File: src/rtl/grey_pkg.sv
// Shared types and constants for the grey counter reader: digit geometry,
// Johnson digit codes, FSM state encoding and the code-to-BCD decoder.
package grey_pkg;

    localparam int NDIGITS = 12;
    localparam int CODE_W  = 5;
    localparam int BCD_W   = 4;
    localparam int RAW_W   = NDIGITS * CODE_W;
    localparam int VAL_W   = NDIGITS * BCD_W;
    localparam int IO_W    = 8;
    localparam int SEL_W   = 6;

    localparam logic [CODE_W-1:0] JC_0 = 5'b00000;
    localparam logic [CODE_W-1:0] JC_1 = 5'b00001;
    localparam logic [CODE_W-1:0] JC_2 = 5'b00011;
    localparam logic [CODE_W-1:0] JC_3 = 5'b00111;
    localparam logic [CODE_W-1:0] JC_4 = 5'b01111;
    localparam logic [CODE_W-1:0] JC_5 = 5'b11111;
    localparam logic [CODE_W-1:0] JC_6 = 5'b11110;
    localparam logic [CODE_W-1:0] JC_7 = 5'b11100;
    localparam logic [CODE_W-1:0] JC_8 = 5'b11000;
    localparam logic [CODE_W-1:0] JC_9 = 5'b10000;

    typedef enum logic [1:0] {
        ST_IDLE,
        ST_SLOT,
        ST_CMP,
        ST_DONE
    } state_e;

    typedef struct packed {
        logic             valid;
        logic [BCD_W-1:0] nibble;
    } bcd_t;

    // Unrecognised patterns report nibble F with valid cleared.
    function automatic bcd_t johnson_to_bcd(input logic [CODE_W-1:0] code);
        bcd_t r;
        r.valid  = 1'b1;
        r.nibble = 4'hF;
        case (code)
            JC_0:    r.nibble = 4'd0;
            JC_1:    r.nibble = 4'd1;
            JC_2:    r.nibble = 4'd2;
            JC_3:    r.nibble = 4'd3;
            JC_4:    r.nibble = 4'd4;
            JC_5:    r.nibble = 4'd5;
            JC_6:    r.nibble = 4'd6;
            JC_7:    r.nibble = 4'd7;
            JC_8:    r.nibble = 4'd8;
            JC_9:    r.nibble = 4'd9;
            default: r.valid  = 1'b0;
        endcase
        return r;
    endfunction

endpackage

File: src/rtl/grey_reader_if.sv
// Bundle between the reader, the grey counter it scans and the host that
// requests scans; master is the reader side, slave the counter/host side.
interface grey_reader_if;
    import grey_pkg::*;

    logic             start;
    logic [IO_W-1:0]  io_out;
    logic [SEL_W-1:0] sel;
    logic             busy;
    logic             done;
    logic [VAL_W-1:0] value;
    logic             bad_code;
    logic             stale;

    modport master (
        input  start, io_out,
        output sel, busy, done, value, bad_code, stale
    );

    modport slave (
        output start, io_out,
        input  sel, busy, done, value, bad_code, stale
    );

endinterface

File: src/rtl/grey_digit_decode.sv
// Combinational decode of one Johnson-coded digit to {valid, BCD nibble}.
module grey_digit_decode
    import grey_pkg::*;
(
    input  logic [CODE_W-1:0] code_i,
    output logic              valid_o,
    output logic [BCD_W-1:0]  bcd_o
);

    bcd_t dec;

    always_comb begin
        dec     = johnson_to_bcd(code_i);
        valid_o = dec.valid;
        bcd_o   = dec.nibble;
    end

endmodule

File: src/rtl/grey_reader.sv
// Double-pass scanning reader for the 12-digit grey counter; a value is only
// published once two consecutive raw passes agree or the retries run out.
module grey_reader
    import grey_pkg::*;
#(
    parameter int unsigned SETTLE    = 1,
    parameter int unsigned MAX_RETRY = 3
) (
    input  logic          CLK,
    input  logic          RST,
    grey_reader_if.master bus
);

    localparam logic [3:0] SETTLE_C = 4'(SETTLE);
    localparam logic [2:0] RETRY_C  = 3'(MAX_RETRY);
    localparam logic [3:0] LAST_IDX = 4'(NDIGITS - 1);

    state_e           state_q, state_d;
    logic [3:0]       idx_q, idx_d;
    logic             pass_q, pass_d;
    logic [2:0]       retry_q, retry_d;
    logic [3:0]       cnt_q, cnt_d;
    logic [RAW_W-1:0] buf_a_q, buf_a_d;
    logic [RAW_W-1:0] buf_b_q, buf_b_d;
    logic [VAL_W-1:0] value_q, value_d;
    logic             bad_q, bad_d;
    logic             stale_q, stale_d;

    logic [CODE_W-1:0]  code_in;
    logic [NDIGITS-1:0] dec_valid;
    logic [VAL_W-1:0]   dec_value;
    int unsigned        slot_lsb;
    logic               unused_io_hi;

    assign code_in      = bus.io_out[CODE_W-1:0];
    assign unused_io_hi = ^bus.io_out[IO_W-1:CODE_W];
    assign slot_lsb     = 32'(idx_q) * CODE_W;

    for (genvar g = 0; g < NDIGITS; g++) begin : g_dec
        grey_digit_decode u_dec (
            .code_i  (buf_b_q[g*CODE_W +: CODE_W]),
            .valid_o (dec_valid[g]),
            .bcd_o   (dec_value[g*BCD_W +: BCD_W])
        );
    end

    // NOTE: state is updated only with non-blocking assignments so every
    // register samples the pre-edge values of its neighbours.
    // NOTE: the pass buffers are plain flops and are reset with the rest, so
    // a fresh scan never compares against leftovers from an aborted one.
    always_ff @(posedge CLK or posedge RST) begin
        if (RST) begin
            state_q <= ST_IDLE;
            idx_q   <= '0;
            pass_q  <= 1'b0;
            retry_q <= '0;
            cnt_q   <= '0;
            buf_a_q <= '0;
            buf_b_q <= '0;
            value_q <= '0;
            bad_q   <= 1'b0;
            stale_q <= 1'b0;
        end else begin
            state_q <= state_d;
            idx_q   <= idx_d;
            pass_q  <= pass_d;
            retry_q <= retry_d;
            cnt_q   <= cnt_d;
            buf_a_q <= buf_a_d;
            buf_b_q <= buf_b_d;
            value_q <= value_d;
            bad_q   <= bad_d;
            stale_q <= stale_d;
        end
    end

    // NOTE: every _d takes its hold value first so no path leaves it
    // unassigned and no latch is inferred.
    always_comb begin
        state_d = state_q;
        idx_d   = idx_q;
        pass_d  = pass_q;
        retry_d = retry_q;
        cnt_d   = cnt_q;
        buf_a_d = buf_a_q;
        buf_b_d = buf_b_q;
        value_d = value_q;
        bad_d   = bad_q;
        stale_d = stale_q;

        unique case (state_q)
            ST_IDLE: begin
                if (bus.start) begin
                    state_d = ST_SLOT;
                    idx_d   = '0;
                    pass_d  = 1'b0;
                    retry_d = '0;
                    cnt_d   = '0;
                end
            end

            ST_SLOT: begin
                if (cnt_q == SETTLE_C) begin
                    cnt_d = '0;
                    if (!pass_q) begin
                        buf_a_d[slot_lsb +: CODE_W] = code_in;
                    end else begin
                        buf_b_d[slot_lsb +: CODE_W] = code_in;
                    end
                    if (idx_q == LAST_IDX) begin
                        idx_d  = '0;
                        pass_d = ~pass_q;
                        if (pass_q) begin
                            state_d = ST_CMP;
                        end
                    end else begin
                        idx_d = idx_q + 4'd1;
                    end
                end else begin
                    cnt_d = cnt_q + 4'd1;
                end
            end

            ST_CMP: begin
                if (buf_a_q != buf_b_q && retry_q < RETRY_C) begin
                    state_d = ST_SLOT;
                    retry_d = retry_q + 3'd1;
                    pass_d  = 1'b0;
                    idx_d   = '0;
                    cnt_d   = '0;
                end else begin
                    // Raw-code agreement, or retries exhausted: publish B.
                    state_d = ST_DONE;
                    value_d = dec_value;
                    bad_d   = ~&dec_valid;
                    stale_d = (buf_a_q != buf_b_q);
                end
            end

            ST_DONE: begin
                state_d = ST_IDLE;
            end

            default: begin
                state_d = ST_IDLE;
            end
        endcase
    end

    always_comb begin
        bus.sel      = {2'b00, idx_q};
        bus.busy     = (state_q == ST_SLOT) || (state_q == ST_CMP);
        bus.done     = (state_q == ST_DONE);
        bus.value    = value_q;
        bus.bad_code = bad_q;
        bus.stale    = stale_q;
    end

endmodule
File: src/flat_wrapper.sv
// flat-port wrapper written by rule: the top's interface ports become plain ports
module grey_reader_flat import grey_pkg::*;
#(
    parameter int unsigned SETTLE    = 1,
    parameter int unsigned MAX_RETRY = 3
)
  (CLK, RST, bus_start, bus_io_out, bus_sel, bus_busy, bus_done, bus_value, bus_bad_code, bus_stale);
  grey_reader_if bus_i ();
  input  logic CLK;
  input  logic RST;
  input wire logic [$bits(bus_i.start)-1:0] bus_start;
  input wire logic [$bits(bus_i.io_out)-1:0] bus_io_out;
  output wire logic [$bits(bus_i.sel)-1:0] bus_sel;
  output wire logic [$bits(bus_i.busy)-1:0] bus_busy;
  output wire logic [$bits(bus_i.done)-1:0] bus_done;
  output wire logic [$bits(bus_i.value)-1:0] bus_value;
  output wire logic [$bits(bus_i.bad_code)-1:0] bus_bad_code;
  output wire logic [$bits(bus_i.stale)-1:0] bus_stale;
  assign bus_i.start = bus_start;
  assign bus_i.io_out = bus_io_out;
  assign bus_sel = bus_i.sel;
  assign bus_busy = bus_i.busy;
  assign bus_done = bus_i.done;
  assign bus_value = bus_i.value;
  assign bus_bad_code = bus_i.bad_code;
  assign bus_stale = bus_i.stale;
  grey_reader #(.SETTLE(SETTLE), .MAX_RETRY(MAX_RETRY)) u_core (.CLK(CLK), .RST(RST), .bus(bus_i));
endmodule
File: config.mk
export PLATFORM = sky130hd
export DESIGN_NAME = grey_reader_flat
export DESIGN_NICKNAME = d
export VERILOG_FILES = /design/src/rtl/grey_pkg.sv /design/src/rtl/grey_reader_if.sv /design/src/rtl/grey_digit_decode.sv /design/src/rtl/grey_reader.sv /design/src/flat_wrapper.sv
export SDC_FILE = /design/constraint.sdc
export NUM_CORES = 1
export LEC_CHECK = 0
export ABC_AREA = 0
export BUFFER_PORTS_ARGS = -buffer_cell sky130_fd_sc_hd__buf_2
export CAP_MARGIN = 40
export CORE_ASPECT_RATIO = 0.8
export CORE_MARGIN = 5
export CORE_UTILIZATION = 39
export DETAILED_ROUTE_END_ITERATION = 10
export GPL_ROUTABILITY_DRIVEN = 0
export HOLD_SLACK_MARGIN = 0.12
export PLACE_DENSITY = 0.57
export SLEW_MARGIN = 20
export SYNTH_ARGS = -nofsm -noshare
export SYNTH_HDL_FRONTEND = slang
export SYNTH_HIERARCHICAL = 1
export SYNTH_SLANG_ARGS = --single-unit
File: constraint.sdc
create_clock -name CLK -period 13.2 [get_ports CLK]
set_input_delay 0 -clock CLK [delete_from_list [all_inputs] [get_ports CLK]]
set_output_delay 0 -clock CLK [all_outputs]
set_load 0.05 [all_outputs]
Yosys cells after proc, flatten, opt, wreduce, memory -nomap -nowiden

Index checks and enable logic that the tools add are counted.

Shifts and indexed selects: 2
Bitwise gates (word level): 2
Mux-type cells: 47
Eq/ne operators: 119
$add $sub $neg: 4
Order comparisons: 1
Multipliers: 1
Reductions and logical operators: 39

Operator list:

| kind                      | number |
|---|---|
| $pmux W4 S10              | 12 |
| $eq A5 B5 Y1 const B      | 60 |
| $bwmux W60                | 2 |
| $reduce_or A10 Y1         | 12 |
| $eq A5 B1 Y1 const B      | 12 |
| $eq A5 B2 Y1 const B      | 12 |
| $eq A5 B3 Y1 const B      | 12 |
| $eq A5 B4 Y1 const B      | 12 |
| $logic_not A5 Y1          | 12 |
| $ne A60 B60 Y1            | 1 |
| $shift A5 B34 Y60 const A | 1 |
| $shiftx A5 B34 Y60        | 1 |
| $neg A7 Y34               | 1 |
| $pmux W4 S3               | 2 |
| $mux W4                   | 5 |
| $mux W1                   | 16 |
| $reduce_and A12 Y1        | 1 |
| $reduce_and A3 Y1         | 4 |
| $mux W2                   | 5 |
| $add A4 B1 Y4 const B     | 2 |
| $ne A2 B1 Y1 const B      | 4 |
| $pmux W2 S4               | 1 |
| $reduce_and A4 Y1         | 2 |
| $mul A4 B3 Y7 const B     | 1 |
| 19 further kinds          | 22 |

Bits in registers: 184
Logic and storage cells: 225
Input bits: 11

Longest topological paths before layout

Gate-level depths: netlist (run 1).

Word-level depth: 5
Gate-level depth with buffers: 11
Mapped depth without buffers: 9

Hierarchy

Netlist (run 1), hierarchy kept.

Modules (own cells, without submodules):

| module            | instances | cells each | area an instance (µm²) |
|---|---|---|---|
| grey_reader       | 1         | 625        | 8170.3 |
| grey_digit_decode | 12        | 27         | 190.2 |

Least setup slack after synthesis (run 1)

Ideal clock, no wire load.

Path type: register to register
From: reg u_core.idx_q[0]
To: reg u_core.buf_a_q[0]
Arrival time: 2375 ps
Library setup time: 125 ps
Required time: 13075 ps
Setup slack: 10700 ps
Cell stages (with the launch flop): 8
Cell sequence: dfrtp_1 -> clkbuf_1 -> inv_1 -> ha_1 -> nor2_1 -> nand2_1 -> nor4_2 -> mux2_2

Word-level cells in the longest chain between the ends: 4

Ends and longest elaborated chain:

| element                                                 | RTL line           | text |
|---|---|---|
| from (decl)                                             | grey_reader.sv:19  | `logic [3:0] idx_q, idx_d;` |
| from (signal assigned)                                  | grey_reader.sv:65  | `idx_q <= idx_d;` |
| $mul A4 B3 Y7 *                                         | grey_reader.sv:37  | `assign slot_lsb = 32'(idx_q) * CODE_W;` |
| $neg A7 Y34 *                                           | grey_reader.sv:106 | `buf_a_d[slot_lsb +: CODE_W] = code_in;` |
| $shiftx A5 B34 Y60 or $shift A5 B34 Y60 (tied branches) | grey_reader.sv:106 |  |
| $bwmux W60 *                                            | grey_reader.sv:106 |  |
| to (signal assigned)                                    | grey_reader.sv:69  | `buf_a_q <= buf_a_d;` |
| to (decl)                                               | grey_reader.sv:23  | `logic [RAW_W-1:0] buf_a_q, buf_a_d;` |

Mark *: on every way between the ends. The rest lies on a longest branch, timed or not.
A chain may end at the register's enable or synchronous reset.

Worst setup path after layout (run 1)

From: reg u_core.state_q[0]
To: reg u_core.cnt_q[0]

Word-level cells in the longest chain between the ends: 3

Ends and longest elaborated chain:

| element                                              | RTL line          | text |
|---|---|---|
| from (decl)                                          | grey_reader.sv:18 | `state_e state_q, state_d;` |
| from (signal assigned)                               | grey_reader.sv:64 | `state_q <= state_d;` |
| $eq A2 B2 Y1, or another cell as far along           | grey_reader.sv:91 | `unique case (state_q)` |
| $ne A2 B1 Y1 (no line), or another cell as far along | n/a               |  |
| $reduce_and A3 Y1 (no line)                          | n/a               |  |
| to (signal assigned)                                 | grey_reader.sv:68 | `cnt_q <= cnt_d;` |
| to (decl)                                            | grey_reader.sv:22 | `logic [3:0] cnt_q, cnt_d;` |

Several ways; a longest one is shown, not always the timed one.

==> run_summary.xml, run 1 <==
<?xml version="1.0" encoding="UTF-8"?>
<metrics>
  <group name="drt">
    <metric name="route.vias.total" unit="">7343</metric>
    <metric name="detailedRoute.firstIterationViolations" unit="">496</metric>
    <metric name="detail_route.first_pass.iterations" unit="">5</metric>
    <metric name="drt-total-wl" unit="mm">25.9</metric>
    <metric name="detail_route.wl_per_cell" unit="um">19.2</metric>
    <metric name="count_of_nets_left_with_antenna_violations_after_detail_routing" unit="">0</metric>
    <metric name="detail_route.vias_per_cell" unit="">5.45</metric>
    <metric name="drc" unit="">0</metric>
  </group>
  <group name="power_and_ir_drop">
    <metric name="power.static_leakage" unit="uW">0.00515</metric>
    <metric name="power_density" unit="nW/um^2">105</metric>
    <metric name="power.share.switching" unit="%">24.9</metric>
    <metric name="p_int" unit="uW">905</metric>
    <metric name="ir_drop" unit="V">0.0000932</metric>
    <metric name="power.clock.fraction" unit="%">43.7</metric>
    <metric name="p_sw" unit="uW">301</metric>
    <metric name="power_frac_comb" unit="%">6.6</metric>
    <metric name="totalPowerFinal" unit="uW">1210</metric>
    <metric name="power.share.sequential" unit="%">49.7</metric>
  </group>
  <group name="timing">
    <metric name="timing.max_slew.rel_slack" unit="%">43.8</metric>
    <metric name="max_freq" unit="MHz">276</metric>
    <metric name="slew_violations" unit="">0</metric>
    <metric name="fin_crit_sh" unit="%">27.4</metric>
    <metric name="tightest_slew" unit="ps">835</metric>
    <metric name="hold_viol_final" unit="">0</metric>
    <metric name="final.setup.tns" unit="ps">0</metric>
    <metric name="finalCriticalPeriod" unit="ps">3620</metric>
    <metric name="timing.final.setup_violations" unit="">0</metric>
    <metric name="grt_setup_unrepaired" unit="">false</metric>
    <metric name="clock-skew-final" unit="ps">14.3</metric>
  </group>
  <group name="worst_setup_path">
    <metric name="critPathLaunchType" unit="">register</metric>
    <metric name="critical_path_class" unit="">reg -&gt; reg</metric>
    <metric name="critical_path.endpoint_type" unit="">register</metric>
    <metric name="critical_path.cell_chain" unit="">inv_1 -&gt; ha_1 -&gt; o21ai_1 -&gt; nor4_1 -&gt; nand4_1 -&gt; o32a_2 -&gt; buf_4 -&gt; and2_4 -&gt; mux2_4</metric>
    <metric name="critical_path_required" unit="ps">13530</metric>
    <metric name="cp_top_family" unit="">simple AND/OR/NAND/NOR gates</metric>
    <metric name="cp_num_buf_inv" unit="">2</metric>
    <metric name="worst-path-max-fanout" unit="">41</metric>
    <metric name="critical_path.slowest_cell" unit="">sky130_fd_sc_hd__o32a_2</metric>
    <metric name="critPathArrivalTime" unit="ps">3940</metric>
    <metric name="critical-path-max-stage-delay" unit="ps">680</metric>
  </group>
  <group name="floorplan">
    <metric name="core" unit="um^2">26300</metric>
    <metric name="chip_width" unit="um">193</metric>
    <metric name="num_io_pins" unit="">69</metric>
    <metric name="start_util" unit="%">39.7</metric>
    <metric name="row_count" unit="">53</metric>
    <metric name="fp.dieH" unit="um">156</metric>
    <metric name="die_area" unit="um^2">30200</metric>
  </group>
  <group name="layout">
    <metric name="final_layout_size_suffix_gt1_share" unit="%">28.2</metric>
    <metric name="layout_commonest_cell" unit="">sky130_fd_sc_hd__dfrtp_1</metric>
    <metric name="final_cells" unit="">1348</metric>
    <metric name="antenna-diode-count" unit="">0</metric>
    <metric name="synthToLayoutAreaGrowth" unit="%">9.92</metric>
    <metric name="num-nets-final" unit="">1002</metric>
    <metric name="layout_common_cells" unit="">184 x sky130_fd_sc_hd__dfrtp_1, 160 x sky130_fd_sc_hd__mux2_2, 83 x sky130_fd_sc_hd__nand2_1</metric>
  </group>
  <group name="cts">
    <metric name="cts.sinks" unit="">184</metric>
    <metric name="cts_max_path_buffers" unit="">2</metric>
    <metric name="htreeDepth" unit="">4</metric>
    <metric name="insertion_delay" unit="ps">450</metric>
    <metric name="clk_pin_slew" unit="ps">70</metric>
    <metric name="clock_tree_from_tritoncts" unit="">done</metric>
    <metric name="tritoncts.num_buffers" unit="">17</metric>
    <metric name="clock-root-buffer" unit="">sky130_fd_sc_hd__clkbuf_16</metric>
  </group>
  <group name="yosys">
    <metric name="yosys_most_used_dff" unit="">sky130_fd_sc_hd__dfrtp_1</metric>
    <metric name="ys_warn_count" unit="">6</metric>
    <metric name="ys_seq_area_share" unit="%">44.1</metric>
    <metric name="avgSynthCellArea" unit="um^2">11.0</metric>
    <metric name="synthArstFlopShare" unit="%">100</metric>
    <metric name="post_synth_num_cell_types" unit="">46</metric>
    <metric name="synth.ff_latch_count" unit="">184</metric>
    <metric name="syn-instance-count" unit="">949</metric>
    <metric name="synth_edf_count" unit="">0</metric>
    <metric name="syn-cell-area" unit="um^2">10500</metric>
  </group>
  <group name="placement">
    <metric name="dpl.hpwl" unit="mm">18.3</metric>
    <metric name="port_buffers" unit="">63</metric>
    <metric name="placedCellCount" unit="">1307</metric>
  </group>
  <group name="hold_path">
    <metric name="holdCritPathClass" unit="">in -&gt; reg</metric>
  </group>
  <group name="global_routing">
    <metric name="grt_pass1_wl" unit="mm">41.3</metric>
    <metric name="number_of_global_route_vias_before_repair" unit="">7078</metric>
    <metric name="grt.total_usage" unit="%">17.6</metric>
    <metric name="number_of_antenna_violations_at_the_first_check_in_global_routing" unit="">0</metric>
    <metric name="maximum_number_of_pins_on_one_net_before_global_route_repair" unit="">107</metric>
    <metric name="gr-total-overflow" unit="">0</metric>
  </group>
  <group name="run_status">
    <metric name="outcome" unit="">complete, no violations</metric>
  </group>
  <group name="run">
    <metric name="maxCapViolCount" unit="">0</metric>
  </group>
</metrics>
synth_stat cells (all sizes together), types with 13 or more instances:
cell      n  area share [%]
dfrtp   184              44
mux2    173              19
nand2    83             3.0
buf      58             4.4
nor2     57             2.0
o32a     49             4.7
a21oi    44             2.1
xor2     44             3.7
xnor2    41             3.4
nand2b   28             1.7
inv      23            0.83
nand3    21             1.0
nand4    18             1.1
o21ai    15            0.72
or2      13            0.78
power by group through the flow:
stage / Clock (uW) / Combinational, uW / Sequential [uW]
finish: 527 / 79.5 / 599
global placement: 0 / 75.4 / 609
floorplan: 0 / 68.2 / 598
CTS: 542 / 79.4 / 599
detailed placement: 0 / 77.3 / 610
global route: 564 / 87.9 / 602
sequential cells by signal, indices dropped and copies added, names as in the netlist, 2 cells and up:
register,cells
u_core/retry_q,3
u_core/idx_q,4
u_core/cnt_q,4
u_core/buf_a_q,60
u_core/state_q,2
u_core/bus.value,48
u_core/buf_b_q,60
area by class of cell:
type,instances,area (um^2)
Multi-Input combinational cell,677,5280
Tap cell,357,447
Inverter,23,93.8
Fill cell,2531,14800
Timing Repair Buffer,76,473
Clock buffer,19,453
Clock inverter,12,143
Sequential cell,184,4600
worst min-delay path, cell delays in order:
cell and delay [ps]:
sky130_fd_sc_hd__dlygate4sd3_1 530, sky130_fd_sc_hd__buf_2 180, sky130_fd_sc_hd__mux2_2 160
logic make-up (layout without fill, tap and decap cells):
group / after synthesis / after routing / share of synthesized area [%]
compound gates: 158 / 158 / 11.3
flops: 184 / 184 / 44.1
mux: 175 / 175 / 19.3
other cells: 1 / 2 / 0.0359
buf+inv: 89 / 130 / 5.52
fa+ha+maj: 12 / 12 / 1.44
simple gates: 245 / 245 / 11.2
xor+xnor: 85 / 85 / 7.12
stage by stage:
step	worst slack (ps)	util (%)	hold WS (ps)	area (um^2)
global route	9400	43.6	463	11500
global placement	9770	40.8	209	10800
floorplan	8200	-	151	10500
finish	9580	43.6	466	11500
detailed placement	9710	40.9	211	10800
CTS	9640	43.5	284	11400
path summary, 6_finish.rpt:
path | from | to | slack (ps) | cells past startpoint
setup / recovery | u_core/state_q[0]$_DFFE_PP0P_ | u_core/cnt_q[0]$_DFFE_PP0P_ | 9580 | 9
hold / removal | bus_io_out[1] | u_core/buf_a_q[41]$_DFFE_PP0P_ | 470 | 3
setup reg to reg | u_core/state_q[0]$_DFFE_PP0P_ | u_core/cnt_q[0]$_DFFE_PP0P_ | 9580 | 9
hold reg to reg | u_core/bus.stale$_DFFE_PP0P_ | u_core/bus.stale$_DFFE_PP0P_ | 500 | 2
max in group asynchronous | RST | u_core/buf_b_q[54]$_DFFE_PP0P_ | 11190 | 7
min in group asynchronous | RST | u_core/retry_q[2]$_DFFE_PP0P_ | 540 | 4
layer usage:
metal | share of wire, % | global-route usage [%] | up-vias
met4 | 1.2 | 4.15 | 0
met1 | 52 | 27.0 | 3693
met5 | 0 | 0 | -
met3 | 4.2 | 3.28 | 24
met2 | 43 | 25.7 | 132
li1 | - | - | 3494
timing repair:
| item | in CTS | in global routing |
|---|---|---|
| hold buffers | 7 | 1 |
| resized for setup | 0 | 0 |
| endpoints found under the hold margin | 138 | 6 |
| buffers inserted | 0 | 0 |
Power figures use the tool's default switching activity.
==> run 2: changes to the inputs <==
Settings changed: ABC_AREA 0 to 1, PLACE_DENSITY 0.57 to 0.59.
Clock period 13.2 ns to 3.1 ns, I/O delays scaled along.
==> run 2 against run 1 <==
  * Setup slack got worse by 8900 ps
  * Cell area rose by 4.2%
  * Utilization rose by 1.6 points
  * First-iteration DRC count rose by 33%
  * Non-clock buffer count rose by 8
  * Cell count rose by 48%
==> run_summary.xml, run 2 <==
<?xml version="1.0" encoding="UTF-8"?>
<metrics>
  <group name="layout">
    <metric name="layout_commonest_cell" unit="">sky130_fd_sc_hd__nand2_1</metric>
    <metric name="antenna-diode-count" unit="">0</metric>
    <metric name="post-route-cell-area" unit="um^2">12000</metric>
    <metric name="final_layout_size_suffix_gt1_share" unit="%">15.1</metric>
    <metric name="synthToLayoutAreaGrowth" unit="%">13.8</metric>
    <metric name="layout_common_cells" unit="">600 x sky130_fd_sc_hd__nand2_1, 184 x sky130_fd_sc_hd__dfrtp_1, 180 x sky130_fd_sc_hd__nor2_1</metric>
    <metric name="num-nets-final" unit="">1645</metric>
  </group>
  <group name="cts">
    <metric name="cts.sinks" unit="">184</metric>
    <metric name="postCtsSetupRepairBufs" unit="">0</metric>
    <metric name="insertion_delay" unit="ps">440</metric>
    <metric name="clock_tree_from_tritoncts" unit="">done</metric>
    <metric name="htreeDepth" unit="">4</metric>
    <metric name="cts_max_path_buffers" unit="">2</metric>
    <metric name="clock-root-buffer" unit="">sky130_fd_sc_hd__clkbuf_16</metric>
    <metric name="clk_pin_slew" unit="ps">70</metric>
    <metric name="tritoncts.num_buffers" unit="">17</metric>
  </group>
  <group name="worst_setup_path">
    <metric name="crit_path_frequent_cell" unit="">sky130_fd_sc_hd__nand2_1</metric>
    <metric name="number_of_cells_on_the_worst_reg_to_reg_path" unit="">14</metric>
    <metric name="critical_path.reg2reg.endpoint" unit="">u_core/bus.bad_code$_DFFE_PP0P_</metric>
    <metric name="critical_path_class" unit="">reg -&gt; reg</metric>
    <metric name="critPathArrivalTime" unit="ps">2760</metric>
    <metric name="critical-path-max-stage-delay" unit="ps">420</metric>
    <metric name="cp_num_buf_inv" unit="">3</metric>
    <metric name="critPathLaunchType" unit="">register</metric>
    <metric name="reg2reg_setup_slack" unit="ps">650</metric>
    <metric name="critical_path_required" unit="ps">3410</metric>
    <metric name="critical_path.slowest_cell" unit="">sky130_fd_sc_hd__dfrtp_1</metric>
    <metric name="worst-path-max-fanout" unit="">35</metric>
    <metric name="critical_path.endpoint_type" unit="">register</metric>
    <metric name="regToRegStartpoint" unit="">u_core/state_q[0]$_DFFE_PP0P_</metric>
    <metric name="cp_top_family" unit="">simple AND/OR/NAND/NOR gates</metric>
    <metric name="critical_path.cell_chain" unit="">inv_1 -&gt; ha_1 -&gt; nand2_1 -&gt; nor2_1 -&gt; nand2_1 -&gt; nor2_1 -&gt; nand2_1 -&gt; nor2_1 -&gt; nand2_2 -&gt; nand2_4 -&gt; inv_2 -&gt; buf_12 -&gt; nand2_1 -&gt; o21ai_0</metric>
  </group>
  <group name="timing">
    <metric name="final_worst_hold_slack" unit="ps">122</metric>
    <metric name="final.setup.tns" unit="ps">0</metric>
    <metric name="finalCriticalPeriod" unit="ps">2450</metric>
    <metric name="max_freq" unit="MHz">408</metric>
    <metric name="slew_violations" unit="">0</metric>
    <metric name="hold_viol_final" unit="">0</metric>
    <metric name="clock-skew-final" unit="ps">11.3</metric>
    <metric name="fin_crit_sh" unit="%">79.0</metric>
    <metric name="timing.final.setup_violations" unit="">0</metric>
    <metric name="tightest_slew" unit="ps">510</metric>
    <metric name="grt_setup_unrepaired" unit="">false</metric>
    <metric name="timing.max_slew.rel_slack" unit="%">65.9</metric>
  </group>
  <group name="yosys">
    <metric name="synth.area.top_cells" unit="">sky130_fd_sc_hd__dfrtp_1 44%, sky130_fd_sc_hd__nand2_1 21%, sky130_fd_sc_hd__nor2_1 6.4%</metric>
    <metric name="ys_warn_count" unit="">6</metric>
    <metric name="post_synth_most_frequent_cells" unit="">600 x sky130_fd_sc_hd__nand2_1, 184 x sky130_fd_sc_hd__dfrtp_1, 180 x sky130_fd_sc_hd__nor2_1, 179 x sky130_fd_sc_hd__inv_1, 124 x sky130_fd_sc_hd__o21ai_0</metric>
    <metric name="yosys-mux-area-fraction" unit="%">0</metric>
    <metric name="synth_top_cell_area_share" unit="%">43.7</metric>
    <metric name="post_synth_num_cell_types" unit="">32</metric>
    <metric name="post_synth_and_or_nand_nor_area_fraction" unit="%">36.5</metric>
    <metric name="synthAdderAreaFrac" unit="%">1.43</metric>
    <metric name="yosys_most_used_dff" unit="">sky130_fd_sc_hd__dfrtp_1</metric>
    <metric name="synthArstFlopShare" unit="%">100</metric>
    <metric name="synth_top_area_cell" unit="">sky130_fd_sc_hd__dfrtp_1</metric>
    <metric name="avgSynthCellArea" unit="um^2">6.86</metric>
    <metric name="synth_edf_count" unit="">0</metric>
    <metric name="compound_gate_portion_of_the_synthesized_area" unit="%">9.06</metric>
    <metric name="synth_xor_area_share" unit="%">0.499</metric>
    <metric name="synth.ff_latch_count" unit="">184</metric>
    <metric name="largest_family_of_logic_cells_by_synthesized_area" unit="">simple AND/OR/NAND/NOR gates</metric>
    <metric name="most_common_cell_in_the_synthesized_netlist" unit="">sky130_fd_sc_hd__nand2_1</metric>
    <metric name="ys_seq_area_share" unit="%">43.7</metric>
    <metric name="syn-instance-count" unit="">1534</metric>
    <metric name="syn-cell-area" unit="um^2">10500</metric>
  </group>
  <group name="drt">
    <metric name="detailedRoute.firstIterationViolations" unit="">658</metric>
    <metric name="count_of_nets_left_with_antenna_violations_after_detail_routing" unit="">0</metric>
    <metric name="drt-total-wl" unit="mm">28.2</metric>
    <metric name="drc" unit="">0</metric>
    <metric name="detail_route.vias_per_cell" unit="">4.70</metric>
    <metric name="detail_route.first_pass.iterations" unit="">5</metric>
    <metric name="route.vias.total" unit="">9363</metric>
    <metric name="detail_route.wl_per_cell" unit="um">14.1</metric>
  </group>
  <group name="global_routing">
    <metric name="number_of_global_route_vias_before_repair" unit="">8856</metric>
    <metric name="number_of_antenna_violations_at_the_first_check_in_global_routing" unit="">0</metric>
    <metric name="maximum_number_of_pins_on_one_net_before_global_route_repair" unit="">51</metric>
    <metric name="grt.total_usage" unit="%">19.0</metric>
    <metric name="gr-total-overflow" unit="">0</metric>
    <metric name="grt_pass1_wl" unit="mm">46.4</metric>
  </group>
  <group name="placement">
    <metric name="dpl.hpwl" unit="mm">21.1</metric>
    <metric name="post_dp_cell_area" unit="um^2">11400</metric>
    <metric name="port_buffers" unit="">63</metric>
  </group>
  <group name="floorplan">
    <metric name="num_io_pins" unit="">69</metric>
    <metric name="row_count" unit="">53</metric>
    <metric name="chip_width" unit="um">194</metric>
    <metric name="core" unit="um^2">26500</metric>
    <metric name="start_util" unit="%">39.8</metric>
    <metric name="die_area" unit="um^2">30400</metric>
    <metric name="fp.dieH" unit="um">157</metric>
  </group>
  <group name="run_status">
    <metric name="outcome" unit="">complete, no violations</metric>
  </group>
  <group name="power_and_ir_drop">
    <metric name="power_density" unit="nW/um^2">776</metric>
    <metric name="ir_drop" unit="V">0.000510</metric>
    <metric name="power.static_leakage" unit="uW">0.00734</metric>
  </group>
  <group name="hold_path">
    <metric name="holdCritPathClass" unit="">in -&gt; async</metric>
  </group>
  <group name="run">
    <metric name="maxCapViolCount" unit="">0</metric>
  </group>
</metrics>
==> run 2: cell count changes in the layout (fill, tap and decap cells not counted), sizes merged, moves of 28 or more <==
cell    change
nand2     +569
inv       +194
mux2      -173
nor2      +144
o21ai     +142
o32a       -49
xor2       -43
a21oi      -42
xnor2      -36
nand2b     -28
==> run 2: worst max path at each step <==
stage	to	slack [ps]	depth (start not counted)	from
final	u_core/bus.bad_code$_DFFE_PP0P_	650	14	u_core/state_q[0]$_DFFE_PP0P_
after global routing	u_core/bus.bad_code$_DFFE_PP0P_	450	14	u_core/state_q[0]$_DFFE_PP0P_
after CTS	u_core/bus.bad_code$_DFFE_PP0P_	650	14	u_core/state_q[0]$_DFFE_PP0P_
after detailed placement	u_core/bus.bad_code$_DFFE_PP0P_	680	14	u_core/state_q[0]$_DFFE_PP0P_
after global placement	u_core/retry_q[0]$_DFFE_PP0P_	450	14	u_core/state_q[0]$_DFFE_PP0P_
after floorplan	u_core/buf_a_q[0]$_DFFE_PP0P_	740	1	RST
==> run 2: cells by family after synthesis <==
| kind of cell | Yosys count |
|---|---|
| compound gates | 174 |
| other cells | 1 |
| fa+ha+maj | 12 |
| buf+inv | 233 |
| flops | 184 |
| simple gates | 924 |
| xor+xnor | 6 |
==> run 2: area by class of cell <==
type | instances | area (um^2)
well taps | 357 | 447
clock buffers | 18 | 439
multi-input cells | 1118 | 5010
flip-flops and latches | 184 | 4600
fillers | 2724 | 14500
clock inverters | 13 | 97.6
inverters | 217 | 818
repair buffers | 84 | 566
==> run 2: report_power, final <==
part | switching [uW] | total [uW] | internal, uW
sequential | 394 | 3280 | 2890
clock | 999 | 2050 | 1050
combinational | 2910 | 3970 | 1060
total | 4310 | 9300 | 4990
==> run 2: worst register-to-register path: cells and delay by family (launching register included) <==
| kind | cells | cell delay [ps] |
|---|---|---|
| buf+inv | 3 | 540 |
| fa+ha+maj | 1 | 310 |
| compound gates | 1 | 70 |
| flops | 1 | 420 |
| simple gates | 9 | 980 |
==> run 2: repair_timing <==
item                                    CTS  global route
endpoints found under the hold margin    47             0
resized for setup                         0             0
endpoints found under the setup margin    0             0
hold buffers                              7             0
==> run 2: metal layers <==
metal	vias to the layer above	global-route usage (%)	wire [um]
li1	4859	-	-
met1	4284	27.9	14300
met2	195	28.9	11900
met3	25	4.19	1550
met4	0	4.52	438
met5	-	0	0
==> run 2: per-stage QoR <==
stage          utilization [%]  total power, uW  std cells  worst slack (ps)
5_1_grt                   45.3            10000       1991               452
6_report                  45.3             9300       1991               650
3_3_place_gp              42.8             7200       1951               447
2_1_floorplan                -             6190       1535               735
4_1_cts                   45.2             9370       1990               645
3_5_place_dp              42.9             7280       1952               682
==> run 3: changes to the inputs <==
Settings changed: PLACE_DENSITY 0.59 to 0.57.
Clock period 3.1 ns to 2.3 ns, I/O delays scaled along.
==> run 3 against run 2 <==
  * Global-route usage increased by 0.27 points
  * Sequential cell count did not move
  * Die area unchanged
  * Clock power is 46% higher
  * Sequential power increased by 34%
  * Critical path depth stayed put
  * Cell area up 2.4%
  * Setup slack worse by 470 ps
  * Cell count rose by 1.4%
  * Non-clock buffer count increased by 28
  * Clock skew grew 0.80 ps
  * Critical path type unchanged
  * Critical endpoint is now u_core/bus.value[41]$_DFFE_PP0P_
==> run_summary.xml, run 3 (synthesized netlist as in run 2, its figures left out) <==
<?xml version="1.0" encoding="UTF-8"?>
<metrics>
  <group name="floorplan">
    <metric name="row_count" unit="">53</metric>
    <metric name="die_area" unit="um^2">30400</metric>
    <metric name="fp.dieH" unit="um">157</metric>
    <metric name="chip_width" unit="um">194</metric>
    <metric name="num_io_pins" unit="">69</metric>
    <metric name="core" unit="um^2">26500</metric>
    <metric name="start_util" unit="%">39.8</metric>
  </group>
  <group name="cts">
    <metric name="clk_pin_slew" unit="ps">70</metric>
    <metric name="htreeDepth" unit="">4</metric>
    <metric name="insertion_delay" unit="ps">440</metric>
    <metric name="cts_max_path_buffers" unit="">2</metric>
    <metric name="clock-root-buffer" unit="">sky130_fd_sc_hd__clkbuf_16</metric>
    <metric name="postCtsSetupRepairBufs" unit="">0</metric>
    <metric name="cts.sinks" unit="">184</metric>
    <metric name="tritoncts.num_buffers" unit="">17</metric>
    <metric name="clock_tree_from_tritoncts" unit="">done</metric>
  </group>
  <group name="global_routing">
    <metric name="grt.total_usage" unit="%">19.3</metric>
    <metric name="grt_pass1_wl" unit="mm">46.7</metric>
    <metric name="number_of_global_route_vias_before_repair" unit="">8678</metric>
    <metric name="gr-total-overflow" unit="">0</metric>
    <metric name="maximum_number_of_pins_on_one_net_before_global_route_repair" unit="">46</metric>
    <metric name="number_of_antenna_violations_at_the_first_check_in_global_routing" unit="">0</metric>
  </group>
  <group name="power_and_ir_drop">
    <metric name="power_density" unit="nW/um^2">1060</metric>
    <metric name="ir_drop" unit="V">0.000662</metric>
    <metric name="power.static_leakage" unit="uW">0.00749</metric>
  </group>
  <group name="timing">
    <metric name="max_freq" unit="MHz">472</metric>
    <metric name="finalCriticalPeriod" unit="ps">2120</metric>
    <metric name="timing.final.setup_violations" unit="">0</metric>
    <metric name="timing.max_slew.rel_slack" unit="%">63.8</metric>
    <metric name="grt_setup_unrepaired" unit="">false</metric>
    <metric name="slew_violations" unit="">0</metric>
    <metric name="hold_viol_final" unit="">0</metric>
    <metric name="fin_crit_sh" unit="%">92.1</metric>
    <metric name="final_worst_hold_slack" unit="ps">170</metric>
    <metric name="tightest_slew" unit="ps">542</metric>
    <metric name="clock-skew-final" unit="ps">12.1</metric>
  </group>
  <group name="drt">
    <metric name="drc" unit="">0</metric>
    <metric name="drt-total-wl" unit="mm">28.8</metric>
    <metric name="detail_route.first_pass.iterations" unit="">5</metric>
    <metric name="detail_route.vias_per_cell" unit="">4.68</metric>
    <metric name="detail_route.wl_per_cell" unit="um">14.2</metric>
    <metric name="route.vias.total" unit="">9458</metric>
    <metric name="detailedRoute.firstIterationViolations" unit="">657</metric>
    <metric name="count_of_nets_left_with_antenna_violations_after_detail_routing" unit="">0</metric>
  </group>
  <group name="run_status">
    <metric name="outcome" unit="">complete, no violations</metric>
  </group>
  <group name="hold_path">
    <metric name="holdCritPathClass" unit="">in -&gt; async</metric>
  </group>
  <group name="worst_setup_path">
    <metric name="critPathArrivalTime" unit="ps">2500</metric>
    <metric name="critPathLaunchType" unit="">register</metric>
    <metric name="cp_num_buf_inv" unit="">3</metric>
    <metric name="critical-path-max-stage-delay" unit="ps">410</metric>
    <metric name="number_of_cells_on_the_worst_reg_to_reg_path" unit="">14</metric>
    <metric name="worst-path-max-fanout" unit="">22</metric>
    <metric name="cp_top_family" unit="">simple AND/OR/NAND/NOR gates</metric>
    <metric name="critical_path.endpoint_type" unit="">register</metric>
    <metric name="critical_path.slowest_cell" unit="">sky130_fd_sc_hd__dfrtp_1</metric>
    <metric name="critical_path_class" unit="">reg -&gt; reg</metric>
    <metric name="critical_path.reg2reg.endpoint" unit="">u_core/bus.value[41]$_DFFE_PP0P_</metric>
    <metric name="critical_path_required" unit="ps">2680</metric>
    <metric name="crit_path_frequent_cell" unit="">sky130_fd_sc_hd__nand2_1</metric>
    <metric name="regToRegStartpoint" unit="">u_core/state_q[0]$_DFFE_PP0P_</metric>
    <metric name="critical_path.cell_chain" unit="">inv_1 -&gt; ha_1 -&gt; nand2_1 -&gt; nor2_1 -&gt; nand2_1 -&gt; nor2_1 -&gt; nand2_1 -&gt; nor2_1 -&gt; nand2_2 -&gt; nand2_4 -&gt; buf_12 -&gt; buf_12 -&gt; nand2_1 -&gt; nand2_1</metric>
    <metric name="reg2reg_setup_slack" unit="ps">180</metric>
  </group>
  <group name="placement">
    <metric name="dpl.hpwl" unit="mm">21.8</metric>
    <metric name="placedCellCount" unit="">1981</metric>
    <metric name="port_buffers" unit="">63</metric>
  </group>
  <group name="layout">
    <metric name="final_cells" unit="">2019</metric>
    <metric name="num-nets-final" unit="">1673</metric>
    <metric name="synthToLayoutAreaGrowth" unit="%">16.5</metric>
    <metric name="final_layout_size_suffix_gt1_share" unit="%">16.4</metric>
    <metric name="layout_common_cells" unit="">600 x sky130_fd_sc_hd__nand2_1, 184 x sky130_fd_sc_hd__dfrtp_1, 180 x sky130_fd_sc_hd__nor2_1</metric>
    <metric name="antenna-diode-count" unit="">0</metric>
    <metric name="layout_commonest_cell" unit="">sky130_fd_sc_hd__nand2_1</metric>
  </group>
  <group name="run">
    <metric name="maxCapViolCount" unit="">0</metric>
  </group>
</metrics>
==> run 3: changes by cell type in the layout (fill, tap and decap cells not counted), sizes merged <==
cell,previous run,this run
buf,77,105
clkbuf,18,22
clkinvlp,5,2
bufinv,0,2
clkinv,6,4
inv,219,218
==> run 3: where the power goes <==
part / internal [uW] / switching [uW] / leakage, uW
Sequential: 3890 / 497 / 0.00189
Clock: 1670 / 1330 / 0.000281
Combinational: 1550 / 4030 / 0.00532
Total: 7110 / 5860 / 0.00749
==> run 3: worst reg2reg max path: stages (launching register included) <==
cell and delay, ps:
sky130_fd_sc_hd__dfrtp_1 410, sky130_fd_sc_hd__inv_1 110, sky130_fd_sc_hd__ha_1 290, sky130_fd_sc_hd__nand2_1 100
sky130_fd_sc_hd__nor2_1 100, sky130_fd_sc_hd__nand2_1 50, sky130_fd_sc_hd__nor2_1 100, sky130_fd_sc_hd__nand2_1 60
sky130_fd_sc_hd__nor2_1 130, sky130_fd_sc_hd__nand2_2 110, sky130_fd_sc_hd__nand2_4 90, sky130_fd_sc_hd__buf_12 180
sky130_fd_sc_hd__buf_12 180, sky130_fd_sc_hd__nand2_1 90, sky130_fd_sc_hd__nand2_1 60
==> run 3: cell type report <==
class | count | area, um^2
sequential | 184 | 4600
inverter | 217 | 818
clock inverter | 9 | 116
timing repair buffer | 112 | 801
clock buffer | 22 | 464
multi-input combinational | 1118 | 5010
tap | 357 | 447
fill | 2751 | 14200
==> run 3: what timing repair did <==
action	in CTS	in global routing
setup endpoints to repair	0	5
endpoints found under the hold margin	207	0
resized for setup	0	1
hold buffers	7	0
==> run 3: worst max path at each step <==
stage,startpoint,endpoint,slack (ps),depth (start not counted)
final,u_core/state_q[0]$_DFFE_PP0P_,u_core/bus.value[41]$_DFFE_PP0P_,180,14
after global routing,u_core/state_q[1]$_DFFE_PP0P_,u_core/buf_a_q[49]$_DFFE_PP0P_,1,10
after CTS,u_core/state_q[1]$_DFFE_PP0P_,u_core/buf_a_q[53]$_DFFE_PP0P_,170,9
after detailed placement,u_core/state_q[1]$_DFFE_PP0P_,u_core/buf_a_q[54]$_DFFE_PP0P_,210,10
after global placement,u_core/state_q[1]$_DFFE_PP0P_,u_core/buf_a_q[53]$_DFFE_PP0P_,240,9
after floorplan,RST,u_core/buf_a_q[0]$_DFFE_PP0P_,-60,1
==> run 3: per-layer routing <==
metal  GRT usage, %  wire [um]  up-vias
met4           3.98        250        0
met1           29.0      15000     4360
met3           3.60       1250       17
met5              0          0        -
met2           29.2      12300      166
li1               -          -     4915
==> run 3: per-stage QoR <==
stage	setup WS [ps]	power, uW	TNS (ps)	utilization [%]	cell area (um^2)
after detailed placement	206	10000	0	43.9	11600
after floorplan	-64.5	8350	-11870	-	10500
final	181	13000	0	46.3	12300
after CTS	167	13100	0	46.3	12300
after global routing	1.29	13900	0	46.3	12300
after global placement	238	9950	0	43.9	11600
